`src/rtl/fcvt_pkg.sv`:
```
// Shared definitions for the conversion issue stage: opcodes, FSM encoding
// and the default destination-tag width.
package fcvt_pkg;

  localparam logic OP_ITOF = 1'b0;
  localparam logic OP_FTOI = 1'b1;

  localparam logic [1:0] ST_IDLE = 2'd0;
  localparam logic [1:0] ST_EXEC = 2'd1;
  localparam logic [1:0] ST_RESP = 2'd2;

  localparam int TAG_W_DEF = 5;

endpackage

```
`src/rtl/fcvt_fifo.sv`:
```
// Small synchronous request FIFO; head data is presented combinationally
// from the read pointer so a pop captures it on the same edge.
module fcvt_fifo #(
  parameter int WIDTH = 38,
  parameter int DEPTH = 2
) (
  input  logic             clk,
  input  logic             rst,
  input  logic             push,
  input  logic [WIDTH-1:0] wdata,
  input  logic             pop,
  output logic [WIDTH-1:0] rdata,
  output logic             full,
  output logic             empty
);

  localparam int AW = $clog2(DEPTH);

  logic [WIDTH-1:0] mem [DEPTH];
  logic [AW-1:0]    wr_ptr;
  logic [AW-1:0]    rd_ptr;
  logic [AW:0]      count;
  logic             do_push;
  logic             do_pop;

  // A push into a full FIFO is ignored even if a pop happens on the same edge.
  assign do_push = push && !full;
  assign do_pop  = pop && !empty;

  always_ff @(posedge clk) begin
    if (rst) begin
      wr_ptr <= '0;
      rd_ptr <= '0;
      count  <= '0;
    end else begin
      if (do_push) wr_ptr <= wr_ptr + 1'b1;
      if (do_pop)  rd_ptr <= rd_ptr + 1'b1;
      case ({do_push, do_pop})
        2'b10:   count <= count + 1'b1;
        2'b01:   count <= count - 1'b1;
        default: count <= count;
      endcase
    end
  end

  always_ff @(posedge clk) begin
    if (do_push) mem[wr_ptr] <= wdata;
  end

  assign rdata = mem[rd_ptr];
  assign full  = (count == (AW+1)'(DEPTH));
  assign empty = (count == '0);

endmodule

```
`src/rtl/fcvt_issue.sv`:
```
// Issue stage for the external combinational itof/ftoi converters: buffers
// requests, holds the operand for LATENCY cycles and returns tagged results.
module fcvt_issue
  import fcvt_pkg::*;
#(
  parameter int LATENCY    = 1,
  parameter int TAG_W      = TAG_W_DEF,
  parameter int FIFO_DEPTH = 2
) (
  input  logic             clk,
  input  logic             rst,
  input  logic             req_valid,
  output logic             req_ready,
  input  logic             req_op,
  input  logic [TAG_W-1:0] req_tag,
  input  logic [31:0]      req_src,
  output logic             cvt_op,
  output logic [31:0]      cvt_src,
  input  logic [31:0]      itof_result,
  input  logic [31:0]      ftoi_result,
  output logic             resp_valid,
  input  logic             resp_ready,
  output logic [TAG_W-1:0] resp_tag,
  output logic [31:0]      resp_data,
  output logic             busy
);

  localparam int FW = 1 + TAG_W + 32;

  // Handshakes: a transfer happens on a rising edge where valid && ready.
  // req_ready depends only on registered FIFO state; resp_valid, resp_tag and
  // resp_data stay stable until the consumer accepts.
  logic [1:0]       state;
  logic [3:0]       cnt;
  logic [TAG_W-1:0] tag;
  logic             fifo_full;
  logic             fifo_empty;
  logic             push;
  logic             pop;
  logic [FW-1:0]    head;

  assign req_ready = !fifo_full;
  assign push      = req_valid && !fifo_full;

  fcvt_fifo #(
    .WIDTH (FW),
    .DEPTH (FIFO_DEPTH)
  ) u_fifo (
    .clk   (clk),
    .rst   (rst),
    .push  (push),
    .wdata ({req_op, req_tag, req_src}),
    .pop   (pop),
    .rdata (head),
    .full  (fifo_full),
    .empty (fifo_empty)
  );

  // Pops happen from IDLE, or from RESP on the accepting edge for back-to-back issue.
  always_comb begin
    pop = 1'b0;
    case (state)
      ST_IDLE: pop = !fifo_empty;
      ST_RESP: pop = resp_ready && !fifo_empty;
      default: pop = 1'b0;
    endcase
  end

  always_ff @(posedge clk) begin
    if (rst) begin
      state      <= ST_IDLE;
      cnt        <= '0;
      tag        <= '0;
      cvt_op     <= 1'b0;
      cvt_src    <= '0;
      resp_valid <= 1'b0;
      resp_tag   <= '0;
      resp_data  <= '0;
    end else begin
      if (pop) begin
        {cvt_op, tag, cvt_src} <= head;
        cnt                    <= 4'(LATENCY - 1);
      end
      case (state)
        ST_IDLE: begin
          if (!fifo_empty) state <= ST_EXEC;
        end
        ST_EXEC: begin
          if (cnt == 4'd0) begin
            resp_data  <= (cvt_op == OP_FTOI) ? ftoi_result : itof_result;
            resp_tag   <= tag;
            resp_valid <= 1'b1;
            state      <= ST_RESP;
          end else begin
            cnt <= cnt - 4'd1;
          end
        end
        ST_RESP: begin
          if (resp_ready) begin
            resp_valid <= 1'b0;
            state      <= fifo_empty ? ST_IDLE : ST_EXEC;
          end
        end
        default: state <= ST_IDLE;
      endcase
    end
  end

  assign busy = !fifo_empty || (state != ST_IDLE);

endmodule

```
`config.mk`:
```
export PLATFORM = sky130hd
export DESIGN_NAME = fcvt_issue
export DESIGN_NICKNAME = d
export VERILOG_FILES = /design/src/rtl/fcvt_pkg.sv /design/src/rtl/fcvt_fifo.sv /design/src/rtl/fcvt_issue.sv
export SDC_FILE = /design/constraint.sdc
export NUM_CORES = 1
export LEC_CHECK = 0
export BUFFER_PORTS_ARGS = -buffer_cell sky130_fd_sc_hd__buf_2
export CAP_MARGIN = 10
export CORE_ASPECT_RATIO = 0.5
export CORE_MARGIN = 3
export CORE_UTILIZATION = 47
export CTS_BUF_LIST = sky130_fd_sc_hd__clkbuf_16
export DETAILED_ROUTE_END_ITERATION = 12
export GPL_ROUTABILITY_DRIVEN = 0
export GPL_TIMING_DRIVEN = 0
export MAX_ROUTING_LAYER = met4
export PLACE_DENSITY = 0.83
export SKIP_CTS_REPAIR_TIMING = 1
export SYNTH_ARGS = -nofsm -noshare
export SYNTH_HDL_FRONTEND = slang
export SYNTH_SLANG_ARGS = --single-unit
```
`constraint.sdc`:
```
create_clock -name clk -period 2.15 [get_ports clk]
set_clock_uncertainty 0.15 [all_clocks]
set_input_delay 0.3225 -clock clk [delete_from_list [all_inputs] [get_ports clk]]
set_output_delay 0.3225 -clock clk [all_outputs]
set_load 0.01 [all_outputs]
```
==> reports/summary.txt <==
OUTCOME
------------------------------------------------------------------------------
Result of the run                                                 finished, final reports clean

PWR
------------------------------------------------------------------------------
Proportion of power drawn by the clock network                           0.264
P_leak                                                                 3.27 nW
Reg power frac                                                           0.394
Final Power                                                            11.1 mW
Cell Int Power                                                         7.28 mW
Combinational share of power                                             0.342
Net Sw Frac                                                              0.345
Power density relative to cell area                               1330 nW/um^2
Switch Pwr                                                             3.84 mW
Worst supply voltage drop on vdd                                    0.000654 V

TIMING
------------------------------------------------------------------------------
Max Clk Rate                                                           486 MHz
Worst-Margin Slew                                                     0.609 ns
Post-route fraction of the period consumed by the critical path          0.956
Setup repair after global routing missed its margin                         no
Count of final max-slew check failures                                       0
Post-route setup TNS                                                      0 ns
Final setup violation count                                                  0
Hold Violations, Final                                                       0
Clock period minus worst slack                                         2.06 ns
Max_slew headroom                                                        0.593

GLOBAL ROUTING
------------------------------------------------------------------------------
Largest net degree at the start of global routing                           39
Antenna violations before repair                                             0
Global-route usage over all layers                                       0.204
Global-route wire length before repair                            23200 microns
Total congestion overflow                                                    0
Vias in the first global route                                            4745

CRITICAL PATH
------------------------------------------------------------------------------
Kind of start point of the critical path                                  flop
Highest cell delay on the worst timing path                            0.36 ns
Critical setup path kind                                               reg2reg
Series of cell instances along the critical path                  buf_2, o21bai_4, nor2_2, clkbuf_4, ha_1, or3_1, a21oi_1
Worst Path Max Fanout                                                       10
Critical path endpoint category                                           flop
Required arrival time at the worst endpoint                            2.33 ns
Data arrival time at the worst-slack endpoint                          2.24 ns
Cell at the slowest stage of the critical path                            ha_1

ROUTE
------------------------------------------------------------------------------
First-pass iteration count of the detailed router                            6
Wire length on met1                                               6580 microns
Sum of met3 wire segment lengths after detailed routing           1020 microns
First-iteration detailed-routing DRC count                                 311
Post-DR vias/cell                                                         5.47
Number of remaining DRC errors                                               0
Antenna viol nets, final                                                     0
Met2 wire length                                                  7840 microns
DR top layer                                                              met4
Routed length per instance                                        17.3 microns
Vias post-DR                                                              4964
Final WL                                                          15700 microns

LOGIC SYNTHESIS
------------------------------------------------------------------------------
Flip-flop and latch count after synthesis                                  162
Most frequently used flop master after synthesis                       dfxtp_1
Netlist area before placement                                       6310 sq um
Post-synthesis cell type count                                              41
Number of synthesized flops with an enable pin                              76
Post-synthesis async set-or-reset flop share                                 0
Count of mapped cells out of synthesis                                     491
Mean Syn Cell Area                                                  12.9 sq um
Synth Net Count                                                            599
Synthesis Warnings                                                           0
Sequential cell area fraction in the yosys report                        0.634

FLOORPLAN
------------------------------------------------------------------------------
Core outline area                                                  12900 sq um
Standard-cell row count                                                     29
Die span in x                                                      170 microns
Starting utilization of the core area                                    0.490
Die boundary height                                               88.0 microns
Overall die area                                                   14900 sq um
Total I/O pin count                                                        179

WORST HOLD PATH
------------------------------------------------------------------------------
Worst min-delay path class                                              in2reg

LAYOUT
------------------------------------------------------------------------------
Post-route core utilization                                              0.651
Most used cells in the layout excluding fill and tap cells        buf_2 (195), dfxtp_1 (84), a21oi_1 (83)
Commonest non-fill, non-tap cell in the layout                           buf_2
Reg area                                                            4010 sq um
Combined area of the multi-input logic cells                        2070 sq um
Area growth from synthesis to final layout                               32.7%
Post-layout net count                                                      833
Layout filler cell count                                                   973
Cell area after layout                                              8380 sq um
Layout cells sized above 1                                               0.335
Antenna cells                                                                0
Post-layout instance count excluding filler cells                          908

CLOCK NETWORK
------------------------------------------------------------------------------
Clock Latency Late Sink                                                0.41 ns
Total clock buffers created by CTS                                          17
Clock-pin slew on the worst setup and hold paths                       0.07 ns
CTS H-tree depth                                                             4
Max clock buf depth                                                          2
CTS tree                                                                   yes
Clock Sink Count                                                           162
Clock tree root buffer cell                                          clkbuf_16

PLACE
------------------------------------------------------------------------------
Placed cell count                                                          838
Placed inst area                                                    7410 sq um
Quantity of I/O buffers inserted on ports                                  177
Post-detail-place hpwl                                            10600 microns

RUN
------------------------------------------------------------------------------
Max cap viols                                                                0

final cells by class:
type,instances,area share
flip-flops and latches,162,0.478
multi-input cells,276,0.247
repair buffers,215,0.151
clock buffers,17,0.0508
plain buffers,49,0.0287
well taps,170,0.0254
clock inverters,15,0.0173
inverters,4,0.00209
through the flow:
stage	setup WS, ns	hold slack [ns]
2_1_floorplan	0.0361	0.271
3_3_place_gp	-0.353	0.294
3_5_place_dp	-0.259	0.301
4_1_cts	-0.167	-0.0694
5_1_grt	0.0213	0.0952
6_report	0.0939	0.0853
state kept, by name, indices dropped and copies added, names as in the netlist:
signal / flops
resp_data: 32
u_fifo.count: 2
u_fifo.rd_ptr: 1
resp_valid: 1
state: 2
cvt_src: 32
u_fifo.wr_ptr: 1
resp_tag: 5
cnt: 4
cvt_op: 1
u_fifo.mem: 76
tag: 5
synthesized netlist by cell type, types with 2 or more instances:
master / number / area, sq um
buf_2: 18 / 90.1
clkbuf_1: 23 / 86.3
or3_1: 5 / 31.3
nand3_1: 5 / 25.0
a211oi_1: 39 / 293
or4_1: 2 / 15.0
nand3b_1: 2 / 15.0
nor2_1: 2 / 7.51
o21ai_0: 8 / 40.0
or3b_2: 2 / 17.5
inv_1: 3 / 11.3
o221ai_1: 2 / 17.5
mux2i_1: 70 / 701
edfxtp_1: 76 / 2280
ha_1: 2 / 25.0
dfxtp_1: 86 / 1720
a21oi_1: 83 / 415
buf_4: 6 / 45.0
nand2_1: 3 / 11.3
a311oi_1: 32 / 280
nand2b_1: 2 / 12.5
cells by family (layout without fill, tap and decap cells):
logic type      after synthesis  after routing  synth area share
simple gates                 30             30            0.0307
xor+xnor                      2              2           0.00277
compound gates              172            172             0.178
flops                       162            162             0.634
mux                          70             70             0.111
fa+ha+maj                     2              2           0.00396
buf+inv                      53            300            0.0398
per-layer routing:
layer  vias up  track usage
met4         0       0.0839
met5         -            -
met3        29       0.0487
met2       188        0.356
li1       2381            -
met1      2366        0.229
power groups by stage:
stage               sequential (mW)  combinational (mW)  clock [mW]
floorplan                      4.63                2.23           0
global placement               4.41                3.59           0
detailed placement             4.43                3.71           0
CTS                            4.38                3.72        2.95
global route                   4.46                4.15        3.11
finish                         4.38                3.80        2.94
final timing paths:
check / from / to / slack (ns) / cells after the start
max: u_fifo.count[0] / u_fifo.count[1] / 0.09 / 7
min: resp_ready / state[1] / 0.09 / 3
max reg2reg: u_fifo.count[0] / u_fifo.count[1] / 0.09 / 7
min reg2reg: tag[0] / resp_tag[0] / 0.32 / 2
worst max-delay path: cells and delay by family, from the launching register on:
| kind | cells | cell delay (ns) |
|---|---|---|
| AND/OR/NAND/NOR | 2 | 0.45 |
| buffers and inverters | 2 | 0.36 |
| flip-flops | 1 | 0.29 |
| AO/OA/AOI/OAI | 2 | 0.37 |
| adder cells (fa/ha/maj) | 1 | 0.36 |
No activity file was read; power rests on OpenSTA's default activity.
